## config.mk

```make
export PLATFORM = sky130hd
export DESIGN_NAME = xtx_accum_ctrl
export DESIGN_NICKNAME = d
export VERILOG_FILES = /design/src/rtl/xtx_accum_ctrl_pkg.sv /design/src/rtl/xtx_accum_ctrl_pipe_mul.sv /design/src/rtl/xtx_accum_ctrl.sv
export SDC_FILE = /design/constraint.sdc
export NUM_CORES = 2
export LEC_CHECK = 0
export CORE_ASPECT_RATIO = 1.5
export CORE_MARGIN = 8
export CORE_UTILIZATION = 44
export CTS_CLUSTER_SIZE = 24
export DETAILED_ROUTE_END_ITERATION = 7
export GPL_ROUTABILITY_DRIVEN = 0
export PLACE_DENSITY_LB_ADDON = 0.1
export SLEW_MARGIN = 20
export SYNTH_ARGS = -nofsm -noshare
export SYNTH_HDL_FRONTEND = slang
export SYNTH_SLANG_ARGS = --single-unit
```

## constraint.sdc

```tcl
create_clock -name clk -period 21.7 [get_ports clk]
set_input_delay 4.34 -clock clk [delete_from_list [all_inputs] [get_ports clk]]
set_output_delay 4.34 -clock clk [all_outputs]
set_load 0.01 [all_outputs]
```

## src/rtl/xtx_accum_ctrl_pkg.sv

```systemverilog
// Shared definitions for the X^T X / X^T Y accumulation sequencer.
// Holds the state encoding, the Q16.16 format constant and the default widths.
package xtx_accum_ctrl_pkg;

    localparam int FRAC_BITS = 16;
    localparam int DEF_DW    = 32;
    localparam int DEF_AW    = 64;
    localparam int DEF_NW    = 16;

    typedef enum logic [2:0] {
        ST_IDLE   = 3'd0,
        ST_ACCEPT = 3'd1,
        ST_ISSUE2 = 3'd2,
        ST_DRAIN  = 3'd3,
        ST_DONE   = 3'd4
    } state_t;

endpackage

```

## src/rtl/xtx_accum_ctrl_pipe_mul.sv

```systemverilog
// Pipelined signed DW x DW multiplier with a valid bit and a one-bit tag
// carried alongside the data, so products retire in issue order.
module pipe_mul #(
    parameter int DW      = 32,
    parameter int MUL_LAT = 3
) (
    input  logic                   clk,
    input  logic                   reset,
    input  logic                   in_valid,
    input  logic                   in_tag,
    input  logic signed [DW-1:0]   in_a,
    input  logic signed [DW-1:0]   in_b,
    output logic                   out_valid,
    output logic                   out_tag,
    output logic signed [2*DW-1:0] out_p,
    output logic                   in_flight
);

    logic signed [2*DW-1:0] p_q [MUL_LAT];
    logic [MUL_LAT-1:0]     v_q;
    logic [MUL_LAT-1:0]     t_q;

    always_ff @(posedge clk or posedge reset) begin
        if (reset) begin
            v_q <= '0;
            t_q <= '0;
            for (int i = 0; i < MUL_LAT; i++) p_q[i] <= '0;
        end else begin
            v_q[0] <= in_valid;
            t_q[0] <= in_tag;
            p_q[0] <= (2*DW)'(in_a) * (2*DW)'(in_b);
            for (int i = 1; i < MUL_LAT; i++) begin
                v_q[i] <= v_q[i-1];
                t_q[i] <= t_q[i-1];
                p_q[i] <= p_q[i-1];
            end
        end
    end

    assign out_valid = v_q[MUL_LAT-1];
    assign out_tag   = t_q[MUL_LAT-1];
    assign out_p     = p_q[MUL_LAT-1];

    // The last stage retires this cycle, so it does not count as still in flight.
    always_comb begin
        in_flight = 1'b0;
        for (int i = 0; i < MUL_LAT - 1; i++) in_flight = in_flight | v_q[i];
    end

endmodule

```

## src/rtl/xtx_accum_ctrl.sv

```systemverilog
// Sequencer that streams (x,y) samples, time-shares one multiplier between
// x*x and x*y, and accumulates sum_x, sum_y, sum_xx and sum_xy for the solver.
//
//  state  | meaning
//  IDLE   | waiting for start; sums hold last result
//  ACCEPT | s_ready high, waiting for a sample; issues x*x on handshake
//  ISSUE2 | issues x*y for the registered sample, counts it off
//  DRAIN  | waiting for outstanding products to retire
//  DONE   | one-cycle done pulse
module xtx_accum_ctrl
    import xtx_accum_ctrl_pkg::*;
#(
    parameter int DW      = DEF_DW,
    parameter int AW      = DEF_AW,
    parameter int NW      = DEF_NW,
    parameter int MUL_LAT = 3
) (
    input  logic                 clk,
    input  logic                 reset,
    input  logic                 start,
    input  logic [NW-1:0]        n_samples,
    input  logic                 s_valid,
    output logic                 s_ready,
    input  logic signed [DW-1:0] s_x,
    input  logic signed [DW-1:0] s_y,
    output logic                 busy,
    output logic                 done,
    output logic [NW-1:0]        sum_n,
    output logic [AW-1:0]        sum_x,
    output logic [AW-1:0]        sum_y,
    output logic [AW-1:0]        sum_xx,
    output logic [AW-1:0]        sum_xy
);

    state_t                 state;
    logic [NW-1:0]          remain;
    logic signed [DW-1:0]   x_q;
    logic signed [DW-1:0]   y_q;

    logic                   hs;
    logic                   mul_valid;
    logic                   mul_tag;
    logic signed [DW-1:0]   mul_a;
    logic signed [DW-1:0]   mul_b;
    logic                   ret_valid;
    logic                   ret_tag;
    logic signed [2*DW-1:0] ret_p;
    logic                   in_flight;

    assign hs = s_valid & s_ready;

    always_comb begin
        mul_valid = 1'b0;
        mul_tag   = 1'b0;
        mul_a     = s_x;
        mul_b     = s_x;
        if (state == ST_ISSUE2) begin
            mul_valid = 1'b1;
            mul_tag   = 1'b1;
            mul_a     = x_q;
            mul_b     = y_q;
        end else if (hs) begin
            mul_valid = 1'b1;
        end
    end

    pipe_mul #(
        .DW      (DW),
        .MUL_LAT (MUL_LAT)
    ) u_mul (
        .clk       (clk),
        .reset     (reset),
        .in_valid  (mul_valid),
        .in_tag    (mul_tag),
        .in_a      (mul_a),
        .in_b      (mul_b),
        .out_valid (ret_valid),
        .out_tag   (ret_tag),
        .out_p     (ret_p),
        .in_flight (in_flight)
    );

    always_ff @(posedge clk or posedge reset) begin
        if (reset) begin
            state   <= ST_IDLE;
            remain  <= '0;
            x_q     <= '0;
            y_q     <= '0;
            s_ready <= 1'b0;
            busy    <= 1'b0;
            done    <= 1'b0;
            sum_n   <= '0;
            sum_x   <= '0;
            sum_y   <= '0;
            sum_xx  <= '0;
            sum_xy  <= '0;
        end else begin
            done <= 1'b0;
            // Retire runs independently of the FSM so it never blocks a handshake.
            if (ret_valid) begin
                if (ret_tag) sum_xy <= sum_xy + AW'(ret_p);
                else         sum_xx <= sum_xx + AW'(ret_p);
            end
            case (state)
                ST_IDLE: begin
                    if (start) begin
                        sum_n  <= '0;
                        sum_x  <= '0;
                        sum_y  <= '0;
                        sum_xx <= '0;
                        sum_xy <= '0;
                        remain <= n_samples;
                        busy   <= 1'b1;
                        if (n_samples == '0) begin
                            state <= ST_DONE;
                            done  <= 1'b1;
                        end else begin
                            state   <= ST_ACCEPT;
                            s_ready <= 1'b1;
                        end
                    end
                end
                ST_ACCEPT: begin
                    if (hs) begin
                        sum_x   <= sum_x + AW'(s_x);
                        sum_y   <= sum_y + AW'(s_y);
                        sum_n   <= sum_n + NW'(1);
                        x_q     <= s_x;
                        y_q     <= s_y;
                        s_ready <= 1'b0;
                        state   <= ST_ISSUE2;
                    end
                end
                ST_ISSUE2: begin
                    remain <= remain - NW'(1);
                    if (remain == NW'(1)) begin
                        state <= ST_DRAIN;
                    end else begin
                        state   <= ST_ACCEPT;
                        s_ready <= 1'b1;
                    end
                end
                ST_DRAIN: begin
                    if (!in_flight) begin
                        state <= ST_DONE;
                        done  <= 1'b1;
                    end
                end
                ST_DONE: begin
                    state <= ST_IDLE;
                    busy  <= 1'b0;
                end
                default: begin
                    state   <= ST_IDLE;
                    s_ready <= 1'b0;
                    busy    <= 1'b0;
                end
            endcase
        end
    end

endmodule

```

==> impl_metrics.yaml <==
timing:
  skew_ps: 34.5
  fin_setup_tns_ps: 0
  grt_setup_unrepaired: "false"
  fin_hold_ws_ps: 333
  tightest_slew_ps: 1160
  relSlewSlack: 0.226
  period_share: 0.636
  fin_crit_ps: 13810
  slew_viol_final: 0
  setup-violations-final: 0
  max_freq_mhz: 72.4
  fin_ws_ps: 7890
  hold_viol_final: 0
routing:
  wl_met3_um: 15000
  totalWireLength_um: 244000
  wl_met1_um: 86300
  via_count: 56100
  top_layer: "met4"
  vias_per_cell: 5.64
  ant_nets: 0
  avgRoutedWirePerCell_um: 24.5
  dr_wl_met2_um: 122000
  drtIter0Drc: 3784
  drc: 0
  drt_first_pass_iters: 8
floorplan:
  dieHeight_um: 497
  rows: 176
  core_area_um2: 153000
  die_x_um: 337
  die_area_um2: 168000
  pin_count: 359
  initial_core_util: 0.443
synthesis:
  yosysSeqAreaShare: 0.205
  synth_nets: 9237
  ys_ff_latch: 556
  netlist_instances: 7628
  synth-edff-count: 0
  async_flop_share: 1.00
  syn_avg_cell_area_um2: 8.91
  yosys.area_share.simple: 0.155
  synthMuxAreaShare: 0.000442
  synthAdderAreaFrac: 0.401
  yosysWarnings: 0
  synth_area_um2: 68000
  ys.flop_type: "dfrtp_1"
  synth_top_family_by_area: "adder cells"
  synth_xor_xnor_area_share: 0.0402
  synth_cell_types: 93
  synth_compound_area_frac: 0.125
cts:
  cts_hold_buf: 0
  cts_setup_buffers: 0
  insertion_delay_ps: 690
  clock-sinks: 556
  cts-resized-gates: 0
  cts_buffers: 60
  root_buffer: "clkbuf_16"
  cts_tree: "done"
  htree_levels: 2
  clockBufferDepth: 3
  path_clk_slew_ps: 70
global_route:
  grt_util_all_layers: 0.291
  antenna_found_initial: 10
  grt_pass1_wl_um: 368000
  grt_overflow: 0
  grt_pass1_vias: 59700
  grt_max_degree: 122
hold_path:
  hp-class: "reg2reg"
  hold_start: "u_mul.p_q[119]"
setup_path:
  path_max_fanout: 20
  cp_data_required_time_ps: 22290
  slowest_delay_ps: 940
  crit_arrival_ps: 14400
  worst-setup-path-type: "in2reg"
  critPathSlowestCell: "a21oi_1"
  timing.rr.start: "state[0]"
  setup.worst_path.start_class: "input pin"
  startpoint: "s_x[30]"
  end_kind: "flip-flop"
  cp_common_cell: "fa_1"
final_layout:
  layout_common_cells: "1230 x nand2_1, 1086 x fa_1, 1021 x inv_1"
  areaGrowthSynthToFinish_pct: 11.9
  drive_above_1_share: 0.0396
  final_common_cell: "nand2_1"
  finalNonFillerCells: 9938
  fin_nets: 9443
place:
  place_inst: 9818
  portBuffers: 358
  post-place-ws_ps: 7650
  hpwlAfterDp_um: 195000
status:
  status: "finished clean"
run:
  maxCapViolations: 0
[state kept, by name, indices dropped and copies added, names as in the netlist, 3 cells and up]
| register | flops |
|---|---|
| remain | 16 |
| state | 3 |
| sum_n | 16 |
| sum_x | 64 |
| sum_xx | 64 |
| sum_xy | 64 |
| sum_y | 64 |
| u_mul.out_p | 64 |
| u_mul.p_q | 128 |
| u_mul.t_q | 3 |
| u_mul.v_q | 3 |
| x_q | 32 |
| y_q | 32 |
[cell type report]
class	instances	area, um^2
Antenna cell	6	15.0
Clock buffer	74	1620
Clock inverter	39	527
Fill cell	14800	77400
Inverter	1024	3850
Multi-Input combinational cell	5717	49100
Sequential cell	556	13900
Tap cell	2047	2560
Timing Repair Buffer	475	4490
[critical path, delay by kind of cell]
family / cells / cell delay (ps)
xor gates and xnor gates: 1 / 130
adders and majority gates: 9 / 4120
and+or+nand+nor: 6 / 1780
AOI/OAI and AO/OA: 7 / 2530
buffers and inverters: 6 / 1460
[per-stage QoR]
stage	util	area [um^2]
2_1_floorplan	-	68000
3_3_place_gp	0.482	73900
3_5_place_dp	0.482	73900
4_1_cts	0.496	76100
6_report	0.496	76100
5_1_grt	0.496	76100
[Yosys cell counts (51+ instances only)]
library cell  number  area [um^2]
o21ai_0          339         1700
nor2_1           745         2800
dfrtp_1          556        13900
nand2_1         1233         4630
a21oi_1          475         2380
xor2_1           128         1120
nand3_1          167          836
inv_1           1022         3840
and2_1            54          338
xnor2_1          184         1610
nand4_1           51          319
ha_1             439         5490
clkbuf_1         301         1130
a21o_1           188         1410
fa_1            1086        21700
[cell families (layout without fill, tap and decap cells)]
kind of cell,Yosys count,count (layout)
AO/OA/AOI/OAI,1376,1376
XOR/XNOR,312,312
adder cells (fa/ha/maj),1525,1525
buffers and inverters,1355,1612
flip-flops,556,556
multiplexers,3,3
other,0,6
AND/OR/NAND/NOR,2501,2501
[routing by layer]
layer  vias up  track usage
met4         0        0.199
li1      24800            -
met5         -            0
met2      2063        0.510
met1     28400        0.324
met3       760       0.0411
[worst paths after layout]
kind                                   endpoint  slack [ps]  cells past startpoint
worst max-delay path             u_mul.p_q[191]        7890                     29
worst min-delay path            u_mul.out_p[55]         330                      0
worst max register to register   u_mul.p_q[191]       10150                     27
worst min register to register  u_mul.out_p[55]         330                      0
max in group asynchronous        u_mul.p_q[116]       14330                      6
min in group asynchronous             sum_n[12]        4210                      2
Power is left out: the tool's default activity adds up to more than one toggle a clock period on the data nets, which glitch-free logic cannot reach.
